--- config.mk ---
export PLATFORM = sky130hd
export DESIGN_NAME = id_ex_stage_reg
export DESIGN_NICKNAME = d
export VERILOG_FILES = /design/src/rtl/id_ex_stage_reg.sv
export SDC_FILE = /design/constraint.sdc
export NUM_CORES = 1
export LEC_CHECK = 0
export ABC_AREA = 1
export CORE_ASPECT_RATIO = 1.25
export CORE_MARGIN = 4
export CORE_UTILIZATION = 36
export CTS_BUF_LIST = sky130_fd_sc_hd__clkbuf_4
export CTS_CLUSTER_SIZE = 10
export DETAILED_ROUTE_END_ITERATION = 6
export PLACE_DENSITY_LB_ADDON = 0.1
export SLEW_MARGIN = 20
export SYNTH_ARGS = -nofsm -noshare
export SYNTH_HDL_FRONTEND = slang
export SYNTH_SLANG_ARGS = --single-unit
--- constraint.sdc ---
create_clock -name clk -period 1.4 [get_ports clk]
set_clock_uncertainty 0.05 [all_clocks]
set_input_delay 0.21 -clock clk [delete_from_list [all_inputs] [get_ports clk]]
set_output_delay 0.21 -clock clk [all_outputs]
set_load 0.1 [all_outputs]
--- src/rtl/id_ex_stage_reg.sv ---
// id_ex_stage_reg: ID/EX pipeline register with load-use stall detection, flush bubbles and a saturating bubble counter
module id_ex_stage_reg #(
    parameter int DATA_W = 32,
    parameter int REG_W  = 5,
    parameter int CNT_W  = 16
) (
    input  logic              clk,
    input  logic              reset,
    input  logic              ID_RegWrite,
    input  logic              ID_MemRead,
    input  logic              ID_MemWrite,
    input  logic              ID_MemtoReg,
    input  logic              ID_ALUSrc,
    input  logic              ID_RegDst,
    input  logic [1:0]        ID_ALUOp,
    input  logic              ID_UsesRs,
    input  logic              ID_UsesRt,
    input  logic [DATA_W-1:0] ID_ReadData1,
    input  logic [DATA_W-1:0] ID_ReadData2,
    input  logic [DATA_W-1:0] ID_SignExt,
    input  logic [REG_W-1:0]  ID_Rs,
    input  logic [REG_W-1:0]  ID_Rt,
    input  logic [REG_W-1:0]  ID_Rd,
    input  logic              ID_Flush,
    output logic              ID_Ex_RegWrite,
    output logic              ID_Ex_MemRead,
    output logic              ID_Ex_MemWrite,
    output logic              ID_Ex_MemtoReg,
    output logic              ID_Ex_ALUSrc,
    output logic              ID_Ex_RegDst,
    output logic [1:0]        ID_Ex_ALUOp,
    output logic [DATA_W-1:0] ID_Ex_ReadData1,
    output logic [DATA_W-1:0] ID_Ex_ReadData2,
    output logic [DATA_W-1:0] ID_Ex_SignExt,
    output logic [REG_W-1:0]  ID_Ex_Rs,
    output logic [REG_W-1:0]  ID_Ex_Rt,
    output logic [REG_W-1:0]  ID_Ex_Rd,
    output logic              PCWrite,
    output logic              IF_IDWrite,
    output logic              Stall,
    output logic [CNT_W-1:0]  BubbleCount
);
    logic [7:0]        r_ctrl;
    logic [DATA_W-1:0] r_rd1, r_rd2, r_se;
    logic [REG_W-1:0]  r_rs, r_rt, r_rd;
    logic [CNT_W-1:0]  r_cnt;
    logic              w_hz, w_bubble;

    assign w_hz = r_ctrl[6] && (r_rt != '0) &&
                  ((ID_UsesRs && r_rt == ID_Rs) || (ID_UsesRt && r_rt == ID_Rt));
    assign Stall      = w_hz & ~ID_Flush & ~reset;
    assign PCWrite    = ~Stall;
    assign IF_IDWrite = ~Stall;
    assign w_bubble   = Stall | ID_Flush;

    // Bubbles zero the specifiers too, so forwarding compares never match a squashed slot
    always_ff @(posedge clk) begin
        if (reset || w_bubble) begin
            r_ctrl <= '0;
            r_rd1  <= '0;
            r_rd2  <= '0;
            r_se   <= '0;
            r_rs   <= '0;
            r_rt   <= '0;
            r_rd   <= '0;
        end else begin
            r_ctrl <= {ID_RegWrite, ID_MemRead, ID_MemWrite, ID_MemtoReg, ID_ALUSrc, ID_RegDst, ID_ALUOp};
            r_rd1  <= ID_ReadData1;
            r_rd2  <= ID_ReadData2;
            r_se   <= ID_SignExt;
            r_rs   <= ID_Rs;
            r_rt   <= ID_Rt;
            r_rd   <= ID_Rd;
        end
        if (reset)
            r_cnt <= '0;
        else if (Stall && r_cnt != '1)
            r_cnt <= r_cnt + CNT_W'(1);
    end

    assign {ID_Ex_RegWrite, ID_Ex_MemRead, ID_Ex_MemWrite, ID_Ex_MemtoReg,
            ID_Ex_ALUSrc, ID_Ex_RegDst, ID_Ex_ALUOp} = r_ctrl;
    assign ID_Ex_ReadData1 = r_rd1;
    assign ID_Ex_ReadData2 = r_rd2;
    assign ID_Ex_SignExt   = r_se;
    assign ID_Ex_Rs        = r_rs;
    assign ID_Ex_Rt        = r_rt;
    assign ID_Ex_Rd        = r_rd;
    assign BubbleCount     = r_cnt;
endmodule

== Word-level counts from Yosys, hierarchy flattened ==
Index checks and enable logic that the tools add are counted.
W data, S select, Z words.
Word-level totals
  logic and storage cells: 26
  output and inout bits: 138
  register bits after elaboration: 135
Operators by class
  equality and inequality tests: 3
  bitwise gates (word level): 6
  reduce and logical (&&, ||, !) cells: 8
  add/sub/neg operators: 1
Operators with widths (number)
  $add A16 B1 Y16 const B: 1
  $ne A16 B16 Y1 const B: 1
  $eq A5 B5 Y1: 2
  $logic_and A1 B1 Y1: 5
  $reduce_bool A5 Y1: 1
  $not A1 Y1: 3
  $and A1 B1 Y1: 2
  $logic_or A1 B1 Y1: 2
  $or A1 B1 Y1: 1

== Longest topological paths before layout ==
  word-level depth: 8
  depth in mapped cells: 11
  depth with buffers taken out: 10

== Worst setup path before layout ==
No wires, ideal clock.
  kind: flip-flop to output port
  start: register r_rt[4], in the netlist ID_Ex_Rt[4]
  end: output port Stall
  data required time: 1140 ps
  arrival time: 2578 ps
  cell stages (with the launch flop): 9
  buffers on the path: 0
  slack: -1438 ps
  cells stage by stage: dfxtp_1 -> inv_2 -> nand2_1 -> nand2_1 -> nor2_1 -> nand3_1 -> nand2_2 -> nand2_2 -> inv_1
On the way
  cells in the longest elaborated chain, start to end: 6
  elaborated cells between the ends (all ways): 10
RTL lines
  from (decl): line 45  | logic [REG_W-1:0] r_rs, r_rt, r_rd;
  from (signal assigned): line 72  | r_rt <= ID_Rt;
  $eq A5 B5 Y1: line 50  | ((ID_UsesRs && r_rt == ID_Rs) || (ID_UsesRt && r_rt == ID_Rt));
  $logic_and A1 B1 Y1: line 50
  $logic_or A1 B1 Y1: line 50
  $logic_and A1 B1 Y1 (*): line 49  | assign w_hz = r_ctrl[6] && (r_rt != '0) &&
  $and A1 B1 Y1 (*) (2 in a row): line 51  | assign Stall = w_hz & ~ID_Flush & ~reset;
  to (decl): line 40  | output logic Stall,
Every way passes the cells marked *; elsewhere a longest branch is shown, timed or not.

== Worst setup path after layout ==
  start: register r_rt[0], in the netlist ID_Ex_Rt[0]
  end: output port IF_IDWrite
On the way
  cells in the longest elaborated chain, start to end: 7
  elaborated cells between the ends (all ways): 11
RTL lines
  $eq A5 B5 Y1: line 50
  $logic_and A1 B1 Y1: line 50
  $logic_or A1 B1 Y1: line 50
  $logic_and A1 B1 Y1 (*): line 49
  $and A1 B1 Y1 (*) (2 in a row): line 51
  $not A1 Y1 (*): line 53  | assign IF_IDWrite = ~Stall;
  to (decl): line 39  | output logic IF_IDWrite,
Marked as above.

==> out/results.txt <==
crit path DAT = 1800 ps
hold path startpoint = ID_MemtoReg
initial antenna violation count = 1
pwr dens = 895.8 nW/um2
period utilisation layout = 1.473
sequential standard cell area = 2843 um2
Clock Latency Late Sink = 530 ps
Syn-to-layout area delta = 124.2%
register area share after synthesis = 0.5844
port bufs = 261
final max-slew violation count = 0
R2R depth = 13
Post-DRT Antenna Nets = 0
share of the synthesized area in the top cell type = 0.5844
mux cell area share after synthesis = 0
failing checks = negative setup slack
unrepaired setup endpoints after global routing = true
hold endpoint = r_ctrl[4]$_SDFF_PP0_
Worst VDD drop = 796.7 uV
Distinct cells, synth = 22
final worst slack = -662.4 ps
WHS = 116.2 ps
max cap viols = 0
Hold Path Class = in2reg
WL per Instance = 16.15 um
# hold bufs at CTS = 0
Tot GR Track Use = 0.2334
fin nets = 1052
Worst-path clk slew = 130 ps
clock root buffer = clkbuf_4
DR DRC count = 0
Final Hold Fails = 0
Reg2Reg Setup Slack = -440 ps
setup_tns = -48970 ps
largest net degree at the start of global routing = 18
Post-Synth XOR/XNOR Area = 0.01136
met2 WL post-DR = 10.36 mm
Mapped Nets = 707
Non-Filler Instances = 1108
num rows = 46
Design Power = 9286 uW
drt pass-1 iters = 5
Synth Warn # = 0
Placed Cells = 1035
status = finished with violations
Setup CP Type = reg2out
worst-margin pin slew = 279.9 ps
IO Count = 262
Final GP Congestion = 0.8384
Worst Path Max Fanout = 4
FF-to-FF End = ID_Ex_ReadData2[31]$_SDFF_PP0_
Synth Area in Adders = 0.002706
Chip Height = 134.7 um
Mean Syn Cell Area = 7.946 um2
Initial Util = 0.3652
Synth Register Bits = 135
DPL Wire Length = 12.78 mm
final core occ = 0.8187
min Tclk post-route = 2062 ps
Worst Setup End Kind = primary output
CTS buffer count = 17
drt initial violations = 227
Synth Area in Compound Gates = 0.01867
vias in the first global route = 5256
Post-Route WL = 17.89 mm
# setup viols final = 153
Multi-input gate area = 1391 um2
Post-Synth Simple-Gate Area = 0.2281
CTS tree = built
largest area contributor in the netlist = dfxtp_1
largest family of logic cells by synthesized area = simple AND/OR/NAND/NOR gates
met3 wire len = 1.429 mm
H-tree Lvls = 4
first-pass GRT wire length = 25.91 mm
maximum operating frequency = 484.9 MHz
core area = 12660 um2
Horiz. Die Dim = 109.4 um
Synth Cell Area = 4624 um2
highest metal used = met4
Mapped Cells = 582
layout cell share with drive strength beyond 1 = 0.3940
leakage = 0.004797 uW
metal1 wirelength = 5.533 mm
Via Count = 4915
Fillers = 719
clk sinks = 135
Max-Slew Margin vs Limit = 0.8126
DIE AREA = 14730 um2
CTS Buffer Depth = 2
total gr overflow = 0
r2r startpoint = ID_Ex_Rt[0]$_SDFF_PP0_
Worst setup SP type = flop
Hold Crit Depth = 3
CP required = 1140 ps
ranking of synthesized cells by area = dfxtp_1, nor2_1, inv_1
number of vias per cell = 4.436
==> logic make-up (layout without fill, tap and decap cells) <==
group                      after synthesis  in the layout
buffers and inverters                  162            518
AOI/OAI and AO/OA                       17             17
other                                    0              1
xor gates and xnor gates                 6              6
and+or+nand+nor                        261            262
adders and majority gates                1              1
DFF                                    135            135
==> where the power goes <==
group          switching (uW)  internal (uW)  leakage (uW)
registers                 120           3950       0.00114
clock network            1470           1270      0.000161
logic                    1400           1070       0.00349
==> metrics by stage <==
stage                     area [um2]  worst slack (ps)
final                          10370            -662.4
after global routing           10370            -792.0
after CTS                      10060            -655.7
after detailed placement        9170            -551.2
after global placement          9170            -454.9
after floorplan                 4762            -452.1
==> layer usage <==
layer	track usage	vias up
li1	-	2369
met1	0.2111	2290
met2	0.4498	220
met3	0.08321	36
met4	0.1060	0
met5	0	-
==> area by class of cell <==
cell class / instances / area share
sequential: 135 / 0.2742
clock inverter: 12 / 0.01473
multi-input combinational: 286 / 0.1342
antenna: 1 / 0.0002414
clock buffer: 19 / 0.01376
inverter: 143 / 0.05214
tap: 168 / 0.02028
timing repair buffer: 344 / 0.4904
==> cell usage in the layout, fill, tap and decap left out, types with 12 or more instances in the layout <==
cell type	instances
clkbuf_4	19
nor2_2	25
nor2_1	126
a21oi_1	12
nand2_1	73
nand4_1	16
buf_4	35
buf_12	150
clkdlybuf4s50_1	123
dfxtp_2	49
inv_1	136
dfxtp_4	21
dfxtp_1	65
buf_6	21
==> registers in the layout, indices dropped and copies added, names as in the netlist <==
register         flops
r_ctrl               8
BubbleCount         16
ID_Ex_SignExt       32
ID_Ex_Rd             5
ID_Ex_ReadData2     32
ID_Ex_Rt             5
ID_Ex_Rs             5
ID_Ex_ReadData1     32
==> worst max-delay path by stage <==
stage | start | to | slack (ps) | cells after the start
after floorplan | ID_Ex_Rt[0]$_SDFF_PP0_ | Stall | -450 | 7
after global placement | ID_Rs[3] | ID_Ex_ReadData1[26]$_SDFF_PP0_ | -450 | 11
after detailed placement | ID_Rs[3] | BubbleCount[10]$_SDFFE_PP0P_ | -550 | 11
after CTS | ID_Ex_Rt[1]$_SDFF_PP0_ | IF_IDWrite | -660 | 9
after global routing | ID_Ex_Rt[3]$_SDFF_PP0_ | IF_IDWrite | -790 | 9
final | ID_Ex_Rt[0]$_SDFF_PP0_ | IF_IDWrite | -660 | 9
==> cells in the mapped netlist, drive strengths merged <==
library cell,number
nor2,152
inv,143
dfxtp,135
nand2,79
buf,17
nand4,16
a21oi,12
nand3,12
xor2,5
o21ai,4
clkbuf,2
a31oi,1
ha,1
nand3b,1
nor3,1
xnor2,1
==> what timing repair did <==
item,4_1_cts,5_1_grt
cloned,9,5
pin swaps,9,10
resized for setup,52,77
buffers inserted,21,13
setup endpoints to repair,179,264
==> worst max-delay path, cell delays in order, from the launching register on <==
cell and delay, ps:
dfxtp_4 390, inv_2 50, nand2_1 50, nand2_1 40
nor2_1 140, nand3_2 120, nand2_4 110, nand2_8 60
buf_12 130, buf_16 160
(Power assumes the default switching activity.)
==> variant 1: new RTL, config.mk and constraints unchanged <==
Set the parameter `REG_W` to 7 (it was 5).
--- a/src/rtl/id_ex_stage_reg.sv
+++ b/src/rtl/id_ex_stage_reg.sv
@@ -3,3 +3,3 @@
     parameter int DATA_W = 32,
-    parameter int REG_W  = 5,
+    parameter int REG_W  = 7,
     parameter int CNT_W  = 16
Ports: changed (6 resized); port bits go from 262 to 274. The function was not compared with the original's and may differ.
==> variant 1 against the unedited design <==
The flow still finishes with violations (setup timing); area after synthesis is 6.2% higher; worst hold slack better by 0.0025 ns; sequential cell count is 6 higher; design area is 8.3% higher; setup slack worse by 0.021 ns; wire length is 20% higher; highest routed layer unchanged; global-route usage is 3.6 points higher; core utilization is 2.6 points higher; sequential power is 5.2% higher; die area is 5.8% higher; register-to-register slack worse by 0.13 ns; largest cell class unchanged; fmax is 1.0% lower; power is 4.9% higher; largest power group unchanged.
==> variant 1: results (changes against the unedited design) <==
The leakage power is 5.245 nW (was 4.797 nW). The total of fill cells in the finished design was 675 (was 719). The initial antenna violation count is 2 (was 1). Top post-synthesis cells by count: sky130_fd_sc_hd__nor2_1 (162), sky130_fd_sc_hd__inv_1 (158), sky130_fd_sc_hd__dfxtp_1 (141) (was sky130_fd_sc_hd__nor2_1 (150), sky130_fd_sc_hd__inv_1 (138), sky130_fd_sc_hd__dfxtp_1 (135)). The number of cells produced by synthesis came to 620 (was 582). The actual slew at the worst max-slew pin is 0.3140 ns (was 0.2799 ns). The clock input transition at the sequential cells of the worst setup and hold paths came out at 0.14 ns. Failing checks: setup timing (unchanged). The number of failing setup endpoints in the final timing report is 163 (was 153). The worst min-delay path category was in -> reg (unchanged). The number of cells after detailed placement came out at 1100 (was 1035). The first-pass GRT wire length came to 32030 µm (was 25910 µm). The global routing usage summed across all routing layers was 26.93% (was 23.34%). The largest net degree at the start of global routing was 17 (was 18). The least setup slack across all paths after layout was -0.6836 ns (was -0.6624 ns).

The total iterations of the first detailed-routing run is 5 (unchanged). The leading register cell type out of synthesis was sky130_fd_sc_hd__dfxtp_1 (unchanged). The clock-net power came to 0.00280 W (was 0.00274 W). The maximum clock insertion buffer count is 2 (unchanged). The net count after synthesis is 751 (was 707). The largest fanout on the critical path came out at 4 (unchanged).

The average routed wire per standard cell is 18.25 µm (was 16.15 µm). The net switching share of the total power came out at 33.06% (was 32.17%). The clock tree root driver cell is sky130_fd_sc_hd__clkbuf_4 (unchanged).

The number of I/O port buffers is 273 (was 261). The number of warnings printed during yosys synthesis came out at 0 (unchanged). The total wirelength of the detailed-routed design is 21440 µm (was 17890 µm). The half-perimeter wire length after detailed placement came out at 13540 µm (was 12780 µm). The number of DRC markers in iteration 0 is 223 (was 227). The fraction of final layout cells sized beyond drive strength 1 was 51.70% (was 39.40%). The worst setup slack before clock tree synthesis is -0.6037 ns (was -0.5512 ns). Largest cells by area after synthesis: sky130_fd_sc_hd__dfxtp_1 (57%), sky130_fd_sc_hd__nor2_1 (12%), sky130_fd_sc_hd__inv_1 (12%) (was sky130_fd_sc_hd__dfxtp_1 (58%), sky130_fd_sc_hd__nor2_1 (12%), sky130_fd_sc_hd__inv_1 (11%)). The share of synthesized area occupied by flip-flops and latches is 57.46% (was 58.44%).

The fraction of registers with async set/reset came to 0% (unchanged). The logic gate share of total power is 27.3% (was 26.6%). The maximum vdd ir drop came out at 0.8190 mV (was 0.7967 mV).

The routability congestion estimate from global placement was 0.8666 (was 0.8384). The number of buffers added by the clock tree synthesis step is 17 (unchanged). The routed via count divided by cell count came to 4.470 (was 4.436).

The number of levels the H-tree was split into was 4 (unchanged). The clock latency on the worst-skew pair came out at 0.53 ns (about the same). The number of global-route vias before repair is 5901 (was 5256). Result of the run: finished with violations (unchanged).

The count of cell types in the netlist came to 25 (was 22).
[variant 1: cell count changes after synthesis, sizes merged, moves of 6 or more]
cell   unedited run  this run
a21oi            12         1
inv             143       164
nand4            16         7
dfxtp           135       141
nor2            152       167
[variant 1: worst paths after layout]
path | slack (ns) | to | cells past startpoint | from
worst min register to register | 0.58 | BubbleCount[15]$_SDFFE_PP0P_ | 4 | BubbleCount[15]$_SDFFE_PP0P_
worst max-delay path | -0.68 | PCWrite | 10 | ID_Ex_Rt[4]$_SDFF_PP0_
worst max register to register | -0.57 | ID_Ex_SignExt[9]$_SDFF_PP0_ | 15 | ID_Ex_Rt[4]$_SDFF_PP0_
worst min-delay path | 0.12 | ID_Ex_ReadData1[16]$_SDFF_PP0_ | 3 | ID_ReadData1[16]
[variant 1: critical path, cell delays in order (launching register included)]
cell                      delay (ns)
sky130_fd_sc_hd__dfxtp_4        0.40
sky130_fd_sc_hd__inv_4          0.07
sky130_fd_sc_hd__nand2_1        0.05
sky130_fd_sc_hd__nand2_1        0.05
sky130_fd_sc_hd__nand2_1        0.08
sky130_fd_sc_hd__nor2_2         0.12
sky130_fd_sc_hd__nand2_2        0.08
sky130_fd_sc_hd__nand2_4        0.10
sky130_fd_sc_hd__nand2_8        0.06
sky130_fd_sc_hd__buf_6          0.13
sky130_fd_sc_hd__buf_12         0.16
[variant 1: per-layer routing]
metal	vias up	wire length (µm)	track usage (%)
li1	2494	-	-
met1	2461	6477	23.52
met2	235	12460	53.75
met3	62	1637	9.428
met4	0	870	11.46
met5	-	0	0
[variant 1: stage by stage]
stage	instance area [µm²]	setup TNS, ns	power [W]
final	11220	-70.13	0.009739
after global routing	11220	-81.39	0.01006
after CTS	11290	-56.31	0.009796
after detailed placement	9707	-75.12	0.006716
after global placement	9707	-68.93	0.006681
after floorplan	5046	-48.07	0.005560
[variant 1: kinds of logic after synthesis]
| family | after synthesis | synth area share [%] |
|---|---|---|
| simple gates | 276 | 23.64 |
| buf+inv | 184 | 15.87 |
| flops | 141 | 57.46 |
| xor+xnor | 11 | 1.961 |
| compound gates | 7 | 0.8147 |
| fa+ha+maj | 1 | 0.2547 |
[variant 1: cell type report]
cell class	instances	area, µm²	area share, %
antenna	2	5.005	0.04459
clock buffer	17	127.6	1.137
clock inverter	14	168.9	1.505
tap	171	214.0	1.906
multi-input combinational	295	1597	14.23
inverter	165	631.9	5.630
timing repair buffer	370	5428	48.36
sequential	141	3052	27.19
[variant 1: timing repair]
item | CTS | global route
resized for setup | 183 | 110
cloned | 19 | 0
setup buffers | 35 | 11
endpoints found under the setup margin | 245 | 255
pin swaps | 8 | 11
==> variant 2: new RTL, same settings <==
Made on the original files. Register the output `BubbleCount` once more, without a reset; this adds one clock of latency there. The other outputs are not delayed to match.
--- a/src/rtl/id_ex_stage_reg.sv
+++ b/src/rtl/id_ex_stage_reg.sv
@@ -88,3 +88,5 @@
     assign ID_Ex_Rd        = r_rd;
-    assign BubbleCount     = r_cnt;
+    always_ff @(posedge clk) begin
+        BubbleCount <= r_cnt;
+    end
 endmodule
Function: changed (a bounded check fails within 4 cycles, from zero or initial values and one cycle with reset high).
==> variant 2 against the unedited design <==
The flow still finishes with violations (setup timing); setup slack better by 0.040 ns; critical path depth did not move; wire length rose by 4.1%; area after synthesis increased by 7.6%; design area grew 4.5%; combinational power up 3%; sequential cell count rose by 16; synthesized cell count is 3.6% higher; core utilization decreased by 1.1 points; power increased by 2.3%; clock power down 13%; die area increased by 7.1%; critical endpoint unchanged.
==> variant 2: results (changes against the unedited design) <==
The fraction of final layout cells sized beyond drive strength 1 came out at 46.73% (was 39.40%). The half-perimeter wire length after detailed placement is 12490 µm (was 12780 µm). The largest net degree at the start of global routing came to 22 (was 18).

The routed length on met1 is 5775 µm (was 5533 µm). The met2 demand-to-capacity share in global routing is 44.57% (was 44.98%). Top post-synthesis cells by count: sky130_fd_sc_hd__nor2_1 (157), sky130_fd_sc_hd__dfxtp_1 (151), sky130_fd_sc_hd__inv_1 (140) (was sky130_fd_sc_hd__nor2_1 (150), sky130_fd_sc_hd__inv_1 (138), sky130_fd_sc_hd__dfxtp_1 (135)).

The worst slew slack as a fraction of its limit is 80.27% (was 81.26%). The global routing usage summed across all routing layers came out at 23.66% (was 23.34%). Result of the run: finished with violations (unchanged). The total iterations of the first detailed-routing run is 4 (was 5).

Largest cells by area after synthesis: sky130_fd_sc_hd__dfxtp_1 (61%), sky130_fd_sc_hd__nor2_1 (12%), sky130_fd_sc_hd__inv_1 (11%) (was sky130_fd_sc_hd__dfxtp_1 (58%), sky130_fd_sc_hd__nor2_1 (12%), sky130_fd_sc_hd__inv_1 (11%)). The total length of routed met2 wires is 10400 µm (was 10360 µm). The routed via count divided by cell count was 4.403 (was 4.436). The routed length on met3 is 1593 µm (was 1429 µm). The placed standard-cell area came out at 9505 µm² (was 9170 µm²).

The met1 usage in global routing is 20.86% (was 21.11%). The count of cell types in the netlist came out at 24 (was 22). The launching point of the worst reg2reg path was ID_Ex_Rt[2]$_SDFF_PP0_ (was ID_Ex_Rt[0]$_SDFF_PP0_). Failing checks: setup timing (unchanged). The number of cells produced by synthesis came to 603 (was 582). The least setup slack across all paths after layout came out at -0.6226 ns (was -0.6624 ns). The data arrival time at the worst-slack endpoint came to 1.76 ns (was 1.80 ns). The number of failing setup endpoints in the final timing report is 143 (was 153). The net count after synthesis came out at 728 (was 707). The share of synthesized area occupied by flip-flops and latches came out at 60.73% (was 58.44%). The number of DRC markers in iteration 0 is 168 (was 227). The count of non-filler cells in the finished layout came out at 1136 (was 1108). The total wirelength of the detailed-routed design came to 18630 µm (was 17890 µm).

The worst setup slack before clock tree synthesis came out at -0.5470 ns (was -0.5512 ns). The maximum vdd ir drop is 0.5512 mV (was 0.7967 mV).
-- variant 2: layout make-up --
cell class | instances | area [µm²]
Fill cell | 790 | 2575
Clock buffer | 20 | 150.1
Timing Repair Buffer | 347 | 5191
Antenna cell | 2 | 5.005
Clock inverter | 12 | 77.57
Multi-Input combinational cell | 287 | 1426
Tap cell | 171 | 214.0
Sequential cell | 151 | 3209
Inverter | 146 | 559.3
-- variant 2: timing repair --
item,in CTS,in global routing
gates resized for setup,84,125
endpoints found under the setup margin,189,273
gates cloned,16,1
pin swaps,7,10
buffers inserted,15,6
hold buffers,0,0
-- variant 2: power breakdown --
| group | internal, W | total (W) | switching [W] |
|---|---|---|---|
| Sequential | 0.00445 | 0.00457 | 0.000120 |
| Combinational | 0.00114 | 0.00255 | 0.00141 |
| Clock | 0.000759 | 0.00238 | 0.00162 |
| Total | 0.00635 | 0.00950 | 0.00315 |
-- variant 2: cell families (layout without fill, tap and decap cells) --
group | after synthesis | in the layout | share of synthesized area, %
AO/OA/AOI/OAI | 5 | 5 | 0.8798
flip-flops | 151 | 151 | 60.73
buffers and inverters | 166 | 525 | 13.88
AND/OR/NAND/NOR | 276 | 277 | 23.55
XOR/XNOR | 4 | 4 | 0.7040
other | 0 | 2 | 0
adder cells (fa/ha/maj) | 1 | 1 | 0.2513
-- variant 2: worst max-delay path: cells and delay by family, from the launching register on --
kind	cells	cell delay, ns
AND/OR/NAND/NOR	6	0.55
flip-flops	1	0.39
buffers and inverters	3	0.33
-- variant 2: final timing paths --
kind / slack (ns) / cells past startpoint / to
min reg2reg: 0.36 / 0 / BubbleCount[4]$_DFF_P_
max reg2reg: -0.47 / 13 / ID_Ex_Rs[1]$_SDFF_PP0_
max: -0.62 / 9 / IF_IDWrite
min: 0.13 / 3 / ID_Ex_SignExt[8]$_SDFF_PP0_
